===== config.mk =====
export PLATFORM = sky130hd
export DESIGN_NAME = sprite_cmd_dispatcher
export DESIGN_NICKNAME = d
export VERILOG_FILES = /design/src/rtl/sprite_cmd_dispatcher.sv
export SDC_FILE = /design/constraint.sdc
export NUM_CORES = 2
export LEC_CHECK = 0
export ABC_AREA = 1
export BUFFER_PORTS_ARGS = -buffer_cell sky130_fd_sc_hd__buf_2
export CAP_MARGIN = 15
export CORE_MARGIN = 8
export CORE_UTILIZATION = 45
export CTS_CLUSTER_SIZE = 28
export DETAILED_ROUTE_END_ITERATION = 7
export SLEW_MARGIN = 20
export SYNTH_ARGS = -nofsm -noshare
export SYNTH_HDL_FRONTEND = slang
export SYNTH_SLANG_ARGS = --single-unit

===== constraint.sdc =====
create_clock -name clk -period 4.1 [get_ports clk]
set_input_delay 0.82 -clock clk [delete_from_list [all_inputs] [get_ports clk]]
set_output_delay 0.82 -clock clk [all_outputs]
set_load 0.1 [all_outputs]

===== src/rtl/sprite_cmd_dispatcher.sv =====
// Command FIFO between the HPS Avalon slave and the sprite/tube display components.
// Broadcasts one queued command per clock; buffer-swap words wait at the head for vertical blank.
module sprite_cmd_dispatcher #(
  parameter int FIFO_DEPTH  = 64,
  parameter int LEVEL_W     = 7,
  parameter int VBLANK_LINE = 480
) (
  input  logic        clk,
  input  logic        reset,
  input  logic        chipselect,
  input  logic        write,
  input  logic        read,
  input  logic [1:0]  address,
  input  logic [31:0] writedata,
  output logic [31:0] readdata,
  input  logic [9:0]  hcount,
  input  logic [9:0]  vcount,
  output logic [31:0] cmd_out
);

  localparam int ADDR_W = $clog2(FIFO_DEPTH);
  localparam logic [3:0] CTRL_SWAP = 4'hF;

  typedef enum logic {RUN, WAIT_VB} state_t;

  state_t state, state_next;

  logic [31:0]        mem [FIFO_DEPTH];
  logic [ADDR_W-1:0]  wr_ptr, rd_ptr;
  logic [LEVEL_W-1:0] level;
  logic               overflow;
  logic [31:0]        swap_count;

  logic [31:0] head;
  logic [31:0] cmd_next;
  logic [31:0] status_word;
  logic        push_req, flush_req, status_rd;
  logic        full, empty, vblank_hit, head_swap;
  logic        pop, push, drop, swap_inc;

  assign push_req   = chipselect && write && (address == 2'd0);
  assign flush_req  = chipselect && write && (address == 2'd3);
  assign status_rd  = chipselect && read  && (address == 2'd1);
  assign full       = (level == LEVEL_W'(FIFO_DEPTH));
  assign empty      = (level == '0);
  assign head       = mem[rd_ptr];
  assign head_swap  = (head[20:17] == CTRL_SWAP);
  assign vblank_hit = (vcount == 10'(VBLANK_LINE)) && (hcount == '0);

  // A pop frees a slot on the same edge, so a full FIFO still accepts a push alongside it.
  assign push = push_req && !flush_req && (!full || pop);
  assign drop = push_req && !flush_req && full && !pop;

  assign status_word = {overflow, (state == WAIT_VB), {(30-LEVEL_W){1'b0}}, level};

  always_comb begin
    state_next = state;
    pop        = 1'b0;
    cmd_next   = '0;
    swap_inc   = 1'b0;
    if (flush_req) begin
      state_next = RUN;
    end else begin
      unique case (state)
        RUN: begin
          // Entering WAIT_VB ignores a vblank that is already present, so the flip lands next frame.
          if (!empty) begin
            if (head_swap) begin
              state_next = WAIT_VB;
            end else begin
              pop      = 1'b1;
              cmd_next = head;
            end
          end
        end
        WAIT_VB: begin
          if (vblank_hit && !empty) begin
            pop        = 1'b1;
            cmd_next   = head;
            swap_inc   = 1'b1;
            state_next = RUN;
          end
        end
        default: state_next = RUN;
      endcase
    end
  end

  always_ff @(posedge clk or posedge reset) begin
    if (reset) begin
      state      <= RUN;
      wr_ptr     <= '0;
      rd_ptr     <= '0;
      level      <= '0;
      overflow   <= 1'b0;
      swap_count <= '0;
      cmd_out    <= '0;
      readdata   <= '0;
    end else begin
      state   <= state_next;
      cmd_out <= cmd_next;
      if (flush_req) begin
        wr_ptr <= '0;
        rd_ptr <= '0;
        level  <= '0;
      end else begin
        if (push) wr_ptr <= wr_ptr + ADDR_W'(1);
        if (pop)  rd_ptr <= rd_ptr + ADDR_W'(1);
        level <= level + LEVEL_W'(push) - LEVEL_W'(pop);
      end
      if (swap_inc) swap_count <= swap_count + 32'd1;
      // A drop on the same edge as a status read wins, so no overflow event is lost.
      if (drop)           overflow <= 1'b1;
      else if (status_rd) overflow <= 1'b0;
      if (chipselect && read) begin
        unique case (address)
          2'd1:    readdata <= status_word;
          2'd2:    readdata <= swap_count;
          default: readdata <= '0;
        endcase
      end
    end
  end

  always_ff @(posedge clk) begin
    if (push) mem[wr_ptr] <= writedata;
  end

endmodule


; ---- Word level (Yosys, flattened, before mapping)
; Memories as Yosys holds them, arrays and structs flattened.
; Index checks and enable logic that the tools add are counted.
[word_totals]
regBits = 117
mem_bits_rw = 2048
inputBits = 59
output_inout_bits = 64
wordCells = 70
mem_count = 1
[mem_list]
columns = name, words, word_bits, rd, rd_ports_with_merged_regs, write_ports, line_no
row1 = mem, 64, 32, 1, 0, 1, 28  ; logic [31:0] mem [FIFO_DEPTH];
[op_classes]
n_addsub = 5
n_eq_ne = 6
n_mux = 27
bitwise = 1
n_reduce_logical = 22
[op_table]
columns = cell, count
row1 = $mux W32, 4
row2 = $pmux W32 S2, 2
row3 = $add A32 B1 Y32 const B, 1
row4 = $mux W6, 4
row5 = $mux W1, 14
row6 = $add A6 B1 Y6 const B, 2
row7 = $logic_and A1 B1 Y1, 11
row8 = $eq A10 B9 Y1 const B, 1
row9 = $logic_not A10 Y1, 1
row10 = $add A7 B1 Y7, 1
row11 = $eq A7 B7 Y1 const B, 1
row12 = $logic_not A7 Y1, 1
row13 = $mux W7, 1
row14 = $sub A7 B1 Y7, 1
row15 = $reduce_bool A2 Y1, 3
row16 = $eq A2 B2 Y1 const B, 2
row17 = $eq A4 B4 Y1 const B, 1
row18 = $logic_not A1 Y1, 4
row19 = $pmux W1 S2, 2
row20 = $eq A2 B1 Y1 const B, 1
row21 = $logic_not A2 Y1, 1
row22 = $logic_or A1 B1 Y1, 1
row23 = $not A1 Y1, 1

; ---- Logic depth before layout (Yosys ltp)
[logic_depth]
depth_word = 11
ltp_mapped = 32
depth_no_buf = 28

; ---- Least setup slack after synthesis
; OpenSTA, ideal clock, no wires.
[synth_path]
path_kind = register -> register
startpoint = register rd_ptr[0]
endpoint = memory mem[0][0], enable pin
setup_time_ns = 0.421
t_arrival_ns = 3.456
t_required_ns = 3.679
slack_ns = 0.222
stages_incl_launch_ff = 19
path_buffers = 2
period_less_slack_ns = 3.878
cell_sequence = dfrtp_1 > buf_2 > buf_4 > or2_2 > nand3_1 > nand2_1 > nand2_1 > nand2_1 > nor2_1 > nand2_1 > nand3_1 > nand2_1 > nand2_1 > o21ai_2 > nand2_4 > nand2_4 > nand2_4 > nand4_1 > nor2_1
[synth_via]
elab_chain_cells = 10
[synth_rtl]
columns = item, line_no
row1 = start: declaration, 29  ; logic [ADDR_W-1:0] wr_ptr, rd_ptr;
row2 = start signal: assignment, 108  ; if (pop) rd_ptr <= rd_ptr + ADDR_W'(1);
row3 = $mem_v2 Z64 W32, n/a
row4 = $eq A4 B4 Y1, 47  ; assign head_swap = (head[20:17] == CTRL_SWAP);
row5 = $mux W1, 68  ; if (head_swap) begin
row6 = $mux W1, 67  ; if (!empty) begin
row7 = $pmux W1 S2, 64  ; unique case (state)
row8 = $mux W1, 61  ; if (flush_req) begin
row9 = $logic_or A1 B1 Y1, 51  ; assign push = push_req && !flush_req && (!full || pop);
row10 = $logic_and A1 B1 Y1, 51
row11 = $mux W1, 126  ; if (push) mem[wr_ptr] <= writedata;
row12 = $mux W1 (not written as such), 126
row13 = end: declaration, 28
; Every way passes these cells.

; ---- Final worst setup path
[layout_path]
startpoint = register rd_ptr[1]
endpoint = register cmd_out[14]
[layout_via]
elab_chain_cells = 6
elab_cells_between_ends = 7
cone_classes = eq/ne: 1 / mux: 5 / memory: 1
[layout_rtl]
columns = item, line_no
row1 = $mem_v2 Z64 W32 *, n/a
row2 = $eq A4 B4 Y1, 47
row3 = $mux W32, 68
row4 = $mux W32, 67
row5 = $pmux W32 S2 *, 64
row6 = $mux W32 *, 61
row7 = via cmd_next[14], 35  ; logic [31:0] cmd_next;
row8 = end signal: assignment, 101  ; cmd_out <= cmd_next;
row9 = end: declaration, 18  ; output logic [31:0] cmd_out
; Mark *: on every way through the listed nets, which the timed path passes. The rest lies on a longest branch.
; A chain may end at the register's enable or synchronous reset.

==> impl_metrics.toml <==
[floorplanning]
ios = 123
rows = 159
die_x_um = 451
start_util = 0.453
core_area_um2 = 188000
dieArea_um2 = 203000
die-height_um = 451

[final_layout]
final_layout_size_suffix_gt1_frac = 0.117
seq_area_um2 = 64400
syn_to_final_growth_pct = 14.8
multi_input_area_um2 = 18900
final_cell_mix = "2048 x edfxtp_1, 1040 x nor2_1, 953 x o21ai_0"
fin_nets = 6768
final_common_cell = "edfxtp_1"
postLayoutCoreUtil = 0.520
final_cells = 9385
n_fill_cell = 15600

[clock_network]
cts_inserted_buffers = 214
cts_buffer_depth = 3
holdBufCountCts = 0
ctsHtreeMaxLevel = 4
cts.sinks = 2165
cts_root_buf = "clkbuf_16"
insertion_delay_ns = 0.86
tritoncts = "yes"
clkTransAtPathRegs_ns = 0.06

[yosys]
ys_warn_count = 0
synthFlopType = "edfxtp_1"
synthDistinctLibCells = 43
avgSynthCellArea_um2 = 13.1
netlist_area_um2 = 85200
syn-num-nets = 6591
ys_ff_latch = 2165
synthCells = 6516
async_flop_share = 0.0540
yosysSeqAreaShare = 0.756
synth-edff-count = 2048

[grt]
grt_pass1_wl_um = 368000
first_global_vias = 52700
globalRouteTotalUtil = 0.242
antenna_found_initial = 11
grt_max_degree = 207
overflow = 0

[setup_path]
r2r-end = "cmd_out[14]$_DFF_PP0_"
criticalPathCategory = "flop to flop"
startpoint_type = "flop"
r2r-start = "rd_ptr[1]$_DFFE_PP0P_"
ff2ff_setup_slack_ns = 0.08
crit_fanout = 77
worstPathRequired_ns = 4.89
endpoint_kind = "flop"
reg2reg_depth = 10
cp.arrival_ns = 4.81

[sta]
fin_setup_tns_ns = 0
min_period_over_period = 0.980
setup_viol = 0
clock_skew_ns = 0.0633
fmax_mhz = 249
fin_crit_ns = 4.02
hold_viol = 0
fin_hold_ws_ns = 0.201
final_max_slew_viol_count = 0
worstMarginPinSlew_ns = 1.15
max_slew_margin = 0.233

[pwr]
powerDensity_nw_per_um2 = 650
cellLeakagePower_nw = 32.5
ir_drop_mv = 0.682

[placed_design]
dp_cells = 8963
port_buffers = 122
finalWeightedCongestion = 0.846
dp.final_hpwl_um = 140000

[routing]
top_layer = "met4"
met2_length_um = 116000
viasPerCell = 5.99
ant_nets = 0
drcViolationCount = 0
met3_length_um = 21500
wl_met1_um = 107000
route.final.wire_length_um = 256000
drtIter0Drc = 7242
vias = 56200
wl_per_cell_um = 27.2
first_pass_iters = 6

[flow_run]
maxCapViolCount = 0

[run_status]
status = "finished clean"

[worst_hold_path]
hold_class = "input port to asynchronous set/reset pin"
[report_power, final]
group	leakage, nW	internal [mW]	switching (mW)	total, mW
combinational	9.34	5.49	14.3	19.8
sequential	19.9	24.5	0.175	24.6
clock	3.33	10.6	8.45	19.1
total	32.5	40.6	23.0	63.5
[layout make-up]
class                      instances  share of cell area
sequential                      2165               0.659
multi-input combinational       3765               0.193
clock buffer                     276              0.0579
timing repair buffer             413              0.0410
tap                             2495              0.0319
clock inverter                   129              0.0120
inverter                         134             0.00560
antenna                            8            0.000205
[flip-flops by register name (all words and copies together) (netlist names)]
name        count
cmd_out        32
overflow        1
state           1
mem          2048
readdata       32
rd_ptr          6
swap_count     32
wr_ptr          6
level           7
[worst max-delay path: stages, from the launching register on]
cell and delay (ns):
dfrtp_4 0.49, buf_12 0.28, buf_4 0.77, buf_4 0.70
o21ai_0 0.19, o221ai_1 0.22, o211ai_1 0.15, nand3_1 0.27
nand3_1 0.15, a21oi_1 0.37, buf_4 0.20
[cells by family (layout without fill, tap and decap cells)]
logic type,after synthesis,after routing,synth area share
flops,2165,2165,0.756
fa+ha+maj,16,16,0.00244
other cells,0,8,0
xor+xnor,34,34,0.00350
buf+inv,586,952,0.0283
compound gates,1633,1633,0.110
simple gates,2082,2082,0.0996
[per-stage QoR]
stage / power (mW) / setup slack, ns / instance area [um2]
6_report: 63.5 / 0.0817 / 97800
5_1_grt: 66.2 / -0.000712 / 97800
4_1_cts: 63.4 / 0.0476 / 97600
3_5_place_dp: 44.5 / 0.0547 / 90800
3_3_place_gp: 44.3 / 0.0719 / 90700
2_1_floorplan: 37.6 / 0.179 / 85200
[routing by layer]
metal	vias to the layer above	track usage
li1	24500	-
met1	28400	0.344
met3	495	0.0423
met5	-	0
met4	0	0.0971
met2	2711	0.374
[worst max-delay path by stage]
stage                                     start               endpoint  slack [ns]  depth (start not counted)
after CTS                 rd_ptr[0]$_DFFE_PP0P_    mem[7][1]$_DFFE_PP_        0.05                         20
after floorplan                           reset   cmd_out[0]$_DFF_PP0_        0.18                          1
after global placement    rd_ptr[0]$_DFFE_PP0P_   mem[7][27]$_DFFE_PP_        0.07                         20
final                     rd_ptr[1]$_DFFE_PP0P_  cmd_out[14]$_DFF_PP0_        0.08                         10
after detailed placement  rd_ptr[0]$_DFFE_PP0P_  mem[15][19]$_DFFE_PP_        0.05                         20
after global routing      rd_ptr[0]$_DFFE_PP0P_     level[6]$_DFF_PP0_     -0.0007                         27
[synthesized netlist by cell type, types with 3 or more instances]
master,count,area share
o211ai_1,56,0.0049
buf_2,76,0.0045
edfxtp_1,2048,0.72
ha_1,15,0.0022
buf_4,12,0.0011
nor2_1,1104,0.049
nand2_1,544,0.024
o31ai_1,15,0.0013
xor2_1,32,0.0033
dfrtp_1,117,0.034
o22ai_1,287,0.021
a21oi_1,136,0.0080
buf_6,9,0.0012
o221ai_1,170,0.017
buf_1,30,0.0013
nand4_1,49,0.0036
inv_1,129,0.0057
o21ai_0,954,0.056
clkinv_1,3,0.00013
nor3_1,12,0.00070
nand3_1,351,0.021
clkbuf_1,323,0.014
o21ai_1,9,0.00053
nand2_4,4,0.00053
nor4_1,8,0.00059
[what timing repair did]
item | in CTS | in global routing
resized for setup | 0 | 9
buffers inserted | 0 | 7
endpoints found under the setup margin | 0 | 85
(Power assumes the default switching activity.)
